$ cat config.mk
export PLATFORM = sky130hd
export DESIGN_NAME = hs_fifo_stage
export DESIGN_NICKNAME = d
export VERILOG_FILES = /design/src/rtl/hs_fifo_stage.sv
export SDC_FILE = /design/constraint.sdc
export NUM_CORES = 1
export LEC_CHECK = 0
export ABC_CLOCK_PERIOD_IN_PS = 9370
export BUFFER_PORTS_ARGS = -buffer_cell sky130_fd_sc_hd__buf_4
export CAP_MARGIN = 40
export CORE_MARGIN = 8
export CORE_UTILIZATION = 60
export CTS_BUF_LIST = sky130_fd_sc_hd__clkbuf_2 sky130_fd_sc_hd__clkbuf_4 sky130_fd_sc_hd__clkbuf_8
export DETAILED_ROUTE_END_ITERATION = 12
export PLACE_DENSITY = 0.78
export SLEW_MARGIN = 20
export SYNTH_ARGS = -nofsm -noshare
export SYNTH_HDL_FRONTEND = slang
export SYNTH_SLANG_ARGS = --single-unit
$ cat constraint.sdc
create_clock -name clk -period 9.37 [get_ports clk]
set_clock_uncertainty 0.1 [all_clocks]
set_input_delay 1.874 -clock clk [delete_from_list [all_inputs] [get_ports clk]]
set_output_delay 1.874 -clock clk [all_outputs]
set_load 0.05 [all_outputs]
$ cat src/rtl/hs_fifo_stage.sv
// hs_fifo_stage: elastic buffer between two trigger/ready handshake stages.
// Latency: a word accepted at edge N is visible on dataOut/readyOut after edge N.
// Backpressure: requests upstream only while not full; readyOut drops for a cycle after each pop.
//
// Ports:
//   clk, reset           sole clock, synchronous active-high reset
//   triggerIn            downstream toggle, each change pops the head word
//   readyOut, dataOut    registered head-valid flag and head word
//   triggerOut           upstream toggle, each change requests one word
//   readyIn, dataIn      upstream word valid (level) and word
//   level                current occupancy
//   flush                branch-redirect clear, only with HS_FIFO_STAGE_FLUSH_EN defined
module hs_fifo_stage #(
  parameter int WIDTH = 32,
  parameter int DEPTH = 4
) (
  input  logic                       clk,
  input  logic                       reset,
  input  logic                       triggerIn,
  output logic                       readyOut,
  output logic [WIDTH-1:0]           dataOut,
  output logic                       triggerOut,
  input  logic                       readyIn,
  input  logic [WIDTH-1:0]           dataIn,
  output logic [$clog2(DEPTH+1)-1:0] level
`ifdef HS_FIFO_STAGE_FLUSH_EN
  ,
  input  logic                       flush
`endif
);

  localparam int CW = $clog2(DEPTH + 1);
  localparam int PW = $clog2(DEPTH);

  localparam logic [1:0] IDLE      = 2'd0;
  localparam logic [1:0] WAIT_LOW  = 2'd1;
  localparam logic [1:0] WAIT_HIGH = 2'd2;

  logic [1:0]       state_q, state_d;
  logic [CW-1:0]    count_q, count_d;
  logic [PW-1:0]    wr_ptr_q, wr_ptr_d;
  logic [PW-1:0]    rd_ptr_q, rd_ptr_d;
  logic             trig_q;
  logic             trig_out_q, trig_out_d;
  logic             ready_out_q, ready_out_d;
  logic [WIDTH-1:0] data_out_q, data_out_d;
  logic [WIDTH-1:0] mem_q [DEPTH];

  logic pop;
  logic accept;
  logic push;

`ifdef HS_FIFO_STAGE_FLUSH_EN
  logic drop_q, drop_d;
`endif

  always_comb begin
    pop    = (triggerIn != trig_q) && ready_out_q;
    accept = (state_q == WAIT_HIGH) && readyIn;
`ifdef HS_FIFO_STAGE_FLUSH_EN
    // A word requested before a flush still completes the handshake but is discarded.
    push   = accept && !drop_q && !flush;
`else
    push   = accept;
`endif

    state_d    = state_q;
    trig_out_d = trig_out_q;
    case (state_q)
      IDLE: begin
        // Pre-pop occupancy: at most one request is outstanding, so this never overflows.
        if (count_q < CW'(DEPTH)) begin
          trig_out_d = ~trig_out_q;
          state_d    = WAIT_LOW;
        end
      end
      // Insist on seeing readyIn low first so a stale high from the last word is not reused.
      WAIT_LOW:  if (!readyIn) state_d = WAIT_HIGH;
      WAIT_HIGH: if (readyIn)  state_d = IDLE;
      default:   state_d = IDLE;
    endcase

    wr_ptr_d = push ? wr_ptr_q + PW'(1) : wr_ptr_q;
    rd_ptr_d = pop  ? rd_ptr_q + PW'(1) : rd_ptr_q;
    count_d  = count_q + CW'(push) - CW'(pop);

    ready_out_d = (count_d != '0) && !pop;

    // Head word after this edge; a push landing at the new head slot is forwarded directly.
    data_out_d = data_out_q;
    if (count_d != '0) begin
      if (push && (wr_ptr_q == rd_ptr_d)) data_out_d = dataIn;
      else                                data_out_d = mem_q[rd_ptr_d];
    end

`ifdef HS_FIFO_STAGE_FLUSH_EN
    drop_d = drop_q;
    if (accept) drop_d = 1'b0;
    if (flush) begin
      count_d     = '0;
      wr_ptr_d    = '0;
      rd_ptr_d    = '0;
      ready_out_d = 1'b0;
      data_out_d  = data_out_q;
      // Only a request that has not completed on this very edge leaves a word in flight.
      if ((state_q == WAIT_LOW) || ((state_q == WAIT_HIGH) && !readyIn)) drop_d = 1'b1;
    end
`endif
  end

  always_ff @(posedge clk) begin
    if (reset) begin
      state_q     <= IDLE;
      count_q     <= '0;
      wr_ptr_q    <= '0;
      rd_ptr_q    <= '0;
      trig_q      <= triggerIn;  // capture so the first observed level is not a pop
      trig_out_q  <= 1'b0;
      ready_out_q <= 1'b0;
      data_out_q  <= '0;
`ifdef HS_FIFO_STAGE_FLUSH_EN
      drop_q      <= 1'b0;
`endif
    end else begin
      state_q     <= state_d;
      count_q     <= count_d;
      wr_ptr_q    <= wr_ptr_d;
      rd_ptr_q    <= rd_ptr_d;
      trig_q      <= triggerIn;
      trig_out_q  <= trig_out_d;
      ready_out_q <= ready_out_d;
      data_out_q  <= data_out_d;
`ifdef HS_FIFO_STAGE_FLUSH_EN
      drop_q      <= drop_d;
`endif
    end
  end

  // Storage needs no reset: occupancy and pointers define which entries are live.
  always_ff @(posedge clk) begin
    if (push && !reset) mem_q[wr_ptr_q] <= dataIn;
  end

  assign readyOut   = ready_out_q;
  assign dataOut    = data_out_q;
  assign triggerOut = trig_out_q;
  assign level      = count_q;

endmodule

==> out/qor.yml, run 1 <==
max-slew-margin-rel: 0.643
synth_top_area_share: 0.503
cts_tree: "yes"
avgSynthCellArea_um2: 13.4
yosysTopAreaCell: "edfxtp_1"
drv_slew: 0
groute.usage.overall: 0.224
antenna_cells: 0
layout-drive-gt1-share: 0.255
pin_count: 73
dpl.hpwl_um: 10800
clockRootBuffer: "clkbuf_8"
total_leakage_power_nw: 3.12
ys_seq_elements: 172
die_y_um: 129
fin_crit_sh: 0.567
clk_pin_slew_ns: 0.08
viasPerCell: 6.54
die_w_um: 129
gp_congestion: 0.752
rows: 41
antenna_found_initial: 0
finalSetupTns_ns: 0
rsz0062_at_grt: "no"
via_count: 5321
ctsResizeCount: 0
async_flop_share: 0
critical_path_arrival_ns: 5.61
hold_violations: 0
cap_viol_max_count: 0
status: "completed"
fillers: 872
clockBufferDepth: 2
area_growth_pct: 16.8
drtIter0Drc: 550
grt_max_degree: 96
fmax_mhz: 188
clkSinkCount: 172
critPathCaptureType: "register"
dieArea_mm2: 0.0166
syn_nets: 615
synth_seq_area_share: 0.619
synth_cell_types: 36
cts_hold_buf: 0
syn_area_mm2: 0.00764
synth_edf_count: 128
drtPass1Iterations: 5
grt_overflow_total: 0
cts_post_setup_buffers_inserted: 0
yosys-top-cells-area: "edfxtp_1 50%, dfxtp_1 12%, a211oi_2 4.8%"
seq_area_mm2: 0.00473
grt_first_pass_wirelength_um: 28400
clk-insertion-delay-late_ns: 0.45
finalCriticalPeriod_ns: 5.31
start_util: 0.610
required_ns: 9.66
synth-main-ff-cell: "edfxtp_1"
htree_levels: 4
synth_commonest_cells: "128 x edfxtp_1, 44 x dfxtp_1, 43 x clkbuf_1, 36 x inv_1, 35 x a21oi_1"
syn_inst: 572
grt_pass1_vias: 5486
core_mm2: 0.0125
dpl-instance-area_mm2: 0.00844
utilization: 0.713
synth.most_common_cell: "edfxtp_1"
critPathLaunchType: "input pin"
crit_fanout: 17
post_drt_wl_per_cell_um: 22.1
setup_viol: 0
io_buffer_count: 72
yosysWarnings: 0
power_density_mw_per_mm2: 269
hold_path_class: "register to register"
ir_worst_vdd_mv: 0.166
drc: 0
ant_nets: 0
multiInputGateArea_mm2: 0.00257
wirelength_um: 18000
power.total_w: 0.00240
fin_nets: 672
path_class: "input pin to register"
dpl.cell_count: 778
cts-buffers-inserted: 17
final_area_mm2: 0.00892
tightest_slew_ns: 0.534
instances_no_fill: 814
-- final timing paths --
path | start | endpoint | slack (ns) | cells past startpoint
setup reg to reg | trig_q | dataOut[30] | 5.23 | 14
hold reg to reg | dataOut[10] | dataOut[10] | 0.39 | 1
setup / recovery | triggerIn | dataOut[30] | 4.06 | 15
hold / removal | dataOut[10] | dataOut[10] | 0.39 | 1
-- power by group --
part           leakage [nW]  internal [W]  switching (W)
registers              1.52      0.000883      0.0000578
logic                  1.40      0.000333       0.000574
clock network         0.209      0.000289       0.000261
total                  3.12       0.00150       0.000893
-- state kept, by name, summed over array words and instances, names as in the netlist --
| signal | count |
|---|---|
| level | 3 |
| triggerOut | 1 |
| state_q | 2 |
| dataOut | 32 |
| readyOut | 1 |
| mem_q | 128 |
| wr_ptr_q | 2 |
| trig_q | 1 |
| rd_ptr_q | 2 |
-- cells in the final DEF (no fill, tap or decap), types with 2 or more instances in the layout --
cell type,Yosys,layout
nor2_1,9,8
and3_1,2,2
buf_6,3,2
dfxtp_4,0,2
nand3_1,34,34
edfxtp_1,128,128
nand2_1,6,6
a21oi_1,35,34
dfxtp_1,44,42
a221o_1,32,32
a211oi_1,3,3
clkbuf_8,0,17
a311o_1,3,2
nor3_1,4,4
inv_1,36,36
nor2b_1,3,2
and2_2,0,4
a2bb2oi_1,30,30
buf_16,0,5
a211oi_2,29,29
buf_4,0,78
bufinv_16,0,4
clkinvlp_4,0,3
buf_12,0,5
ha_1,6,6
xnor2_1,9,9
clkinv_2,1,7
o31ai_1,30,30
mux2i_1,32,32
a221oi_1,30,30
-- critical path, stage by stage --
cell and delay, ns:
buf_4 0.12, xor2_2 0.18, nand2_2 0.25, clkinv_2 0.09
ha_1 0.28, inv_1 0.05, ha_1 0.20, fa_1 0.40
xnor2_1 0.22, xnor2_1 0.16, nor3b_1 0.49, nor2b_2 0.56
buf_6 0.23, buf_4 0.27, a221o_1 0.20
-- stage by stage --
step                      worst slack, ns  hold slack, ns
after global routing                 3.94           0.408
after CTS                            3.95           0.394
final                                4.06           0.394
after global placement               3.18           0.371
after detailed placement             3.56           0.372
after floorplan                      4.09           0.367
-- routing by layer --
layer / routed length [µm] / GRT usage / part of all wire / vias up
li1: - / - / - / 2389
met1: 7480 / 0.272 / 0.42 / 2686
met2: 9220 / 0.373 / 0.51 / 217
met3: 1010 / 0.0501 / 0.056 / 29
met4: 305 / 0.101 / 0.017 / 0
met5: 0 / 0 / 0 / -
-- cell families (layout without fill, tap and decap cells) --
| kind of cell | Yosys count | in the layout | synth area share |
|---|---|---|---|
| AOI/OAI and AO/OA | 194 | 194 | 0.220 |
| DFF | 172 | 172 | 0.619 |
| buffers and inverters | 89 | 159 | 0.0475 |
| and+or+nand+nor | 67 | 67 | 0.0441 |
| muxes | 32 | 32 | 0.0419 |
| xor gates and xnor gates | 11 | 11 | 0.0154 |
| adders and majority gates | 7 | 7 | 0.0124 |
-- area by class of cell --
class	count	share of cell area
flip-flops and latches	172	0.530
multi-input cells	311	0.288
repair buffers	90	0.0948
clock buffers	18	0.0271
well taps	172	0.0241
clock inverters	14	0.0198
inverters	37	0.0157
No activity file was read; power rests on OpenSTA's default activity.
==> run 2, diff against run 1 <==
--- a/config.mk
+++ b/config.mk
@@ -5,14 +5,14 @@
 export SDC_FILE = /design/constraint.sdc
 export NUM_CORES = 1
 export LEC_CHECK = 0
-export ABC_CLOCK_PERIOD_IN_PS = 9370
+export ABC_CLOCK_PERIOD_IN_PS = 4600
 export BUFFER_PORTS_ARGS = -buffer_cell sky130_fd_sc_hd__buf_4
 export CAP_MARGIN = 40
 export CORE_MARGIN = 8
-export CORE_UTILIZATION = 60
+export CORE_UTILIZATION = 55
 export CTS_BUF_LIST = sky130_fd_sc_hd__clkbuf_2 sky130_fd_sc_hd__clkbuf_4 sky130_fd_sc_hd__clkbuf_8
 export DETAILED_ROUTE_END_ITERATION = 12
-export PLACE_DENSITY = 0.78
+export PLACE_DENSITY = 0.75
 export SLEW_MARGIN = 20
 export SYNTH_ARGS = -nofsm -noshare
 export SYNTH_HDL_FRONTEND = slang
==> constraint.sdc (replaced) <==
create_clock -name clk -period 4.6 [get_ports clk]
set_clock_uncertainty 0.1 [all_clocks]
set_input_delay 0.92 -clock clk [delete_from_list [all_inputs] [get_ports clk]]
set_output_delay 0.92 -clock clk [all_outputs]
set_load 0.05 [all_outputs]
==> run 2 against run 1 <==
- clock-buffer cell count rose by 3
- critical path type unchanged
- total power increased by 100%
- routed wire length down 1.9%
- sequential power is 110% higher
- worst hold slack better by 0.0039 ns
- first-iteration DRC count decreased by 19%
- largest cell class unchanged
- flip-flop and latch count did not move
==> out/qor.yml, run 2 (same netlist as run 1, synthesis figures left out) <==
status: "completed"
clk-insertion-delay-late_ns: 0.46
top_register: "mem_q"
slowest_stage: "nor3b_1"
crit_path_cell_trace: "buf_4, xor2_2, nand2_2, clkinv_2, ha_1, inv_1, ha_1, fa_1, xnor2_1, xnor2_1, nor3b_1, nor2_2, buf_4, a221o_1"
groute.usage.overall: 0.200
cts_post_setup_buffers_inserted: 0
fin_crit_sh: 0.798
rows: 43
crit_buf_inv: 4
critical_path_arrival_ns: 3.92
die_y_um: 134
final_common_cell: "edfxtp_1"
die_w_um: 134
dieArea_mm2: 0.0179
grt_first_pass_wirelength_um: 27900
min_from: "dataOut[6]"
fillers: 1034
io_buffer_count: 72
crit_path_max_incr_delay_ns: 0.46
gp_congestion: 0.727
hold_path_class: "register to register"
largest_reg_flops: 128
drtIter0Drc: 446
core_mm2: 0.0137
instances_no_fill: 821
viasPerCell: 6.37
critPathCaptureType: "register"
utilization: 0.649
seq_area_mm2: 0.00473
power_density_mw_per_mm2: 546
start_util: 0.557
grt_max_degree: 69
antenna_found_initial: 0
path_class: "input pin to register"
rr_worst_depth: 11
dpl.cell_count: 788
pin_count: 73
cts_tree: "yes"
fin_nets: 671
tightest_slew_ns: 0.810
max-slew-margin-rel: 0.460
ir_worst_vdd_mv: 0.343
regToRegStartpoint: "state_q[0]"
wirelength_um: 17700
finalSetupTns_ns: 0
multiInputGateArea_mm2: 0.00257
antenna_cells: 0
path_depth: 14
layout-drive-gt1-share: 0.256
finalCriticalPeriod_ns: 3.67
htree_levels: 4
cap_viol_max_count: 0
dpl.hpwl_um: 10500
mostFrequentLayoutCells: "128 x edfxtp_1, 81 x buf_4, 42 x dfxtp_1, 36 x inv_1"
clk_pin_slew_ns: 0.09
grt_overflow_total: 0
cp_top_family: "adder cells"
crit_fanout: 25
rr_endpoint: "dataOut[14]"
hold_violations: 0
ctsResizeCount: 0
grt_pass1_vias: 5431
r2r_slack_ns: 1.07
critPathLaunchType: "input pin"
cts_hold_buf: 0
post-place-ws_ns: 0.456
total_leakage_power_nw: 3.11
fmax_mhz: 272
layout_setup_ws_ns: 0.928
via_count: 5226
clockBufferDepth: 2
startpoint: "triggerIn"
clockRootBuffer: "clkbuf_8"
area_growth_pct: 16.5
drv_slew: 0
power.total_w: 0.00486
cts-buffers-inserted: 17
cp-endpoint: "dataOut[14]"
drtPass1Iterations: 5
drc: 0
post_drt_wl_per_cell_um: 21.5
clkSinkCount: 172
setup_viol: 0
ant_nets: 0
rsz0062_at_grt: "no"
required_ns: 4.85
==> run 2: worst min-delay path by stage <==
| stage | endpoint | slack (ns) | depth (start not counted) |
|---|---|---|---|
| after floorplan | state_q[0] | 0.37 | 1 |
| after global placement | dataOut[6] | 0.37 | 1 |
| after detailed placement | dataOut[6] | 0.38 | 1 |
| after CTS | dataOut[6] | 0.40 | 1 |
| after global routing | dataOut[5] | 0.42 | 1 |
| final | dataOut[6] | 0.40 | 1 |
==> run 2: stage by stage <==
stage	cell area, µm²	hold WS [ns]
floorplan	7640	0.367
global placement	8300	0.373
detailed placement	8450	0.375
CTS	8880	0.398
global route	8900	0.417
finish	8900	0.398
==> run 2: layout make-up <==
cell class,count,area share
repair buffers,89,0.0891
clock inverters,11,0.0191
multi-input cells,311,0.289
clock buffers,21,0.0297
well taps,180,0.0253
inverters,37,0.0157
flip-flops and latches,172,0.532
==> run 2: routing by layer <==
metal  track usage  wire, µm  vias to the layer above
met5             0         0                        -
met4        0.0805       263                        0
met3        0.0505      1190                       23
met2         0.342      8960                      194
met1         0.238      7250                     2625
li1              -         -                     2384
==> run 2: power by group <==
group	internal [W]	switching (W)	total [W]
logic	0.000660	0.00112	0.00178
clock network	0.000615	0.000526	0.00114
registers	0.00180	0.000143	0.00194
total	0.00307	0.00179	0.00486
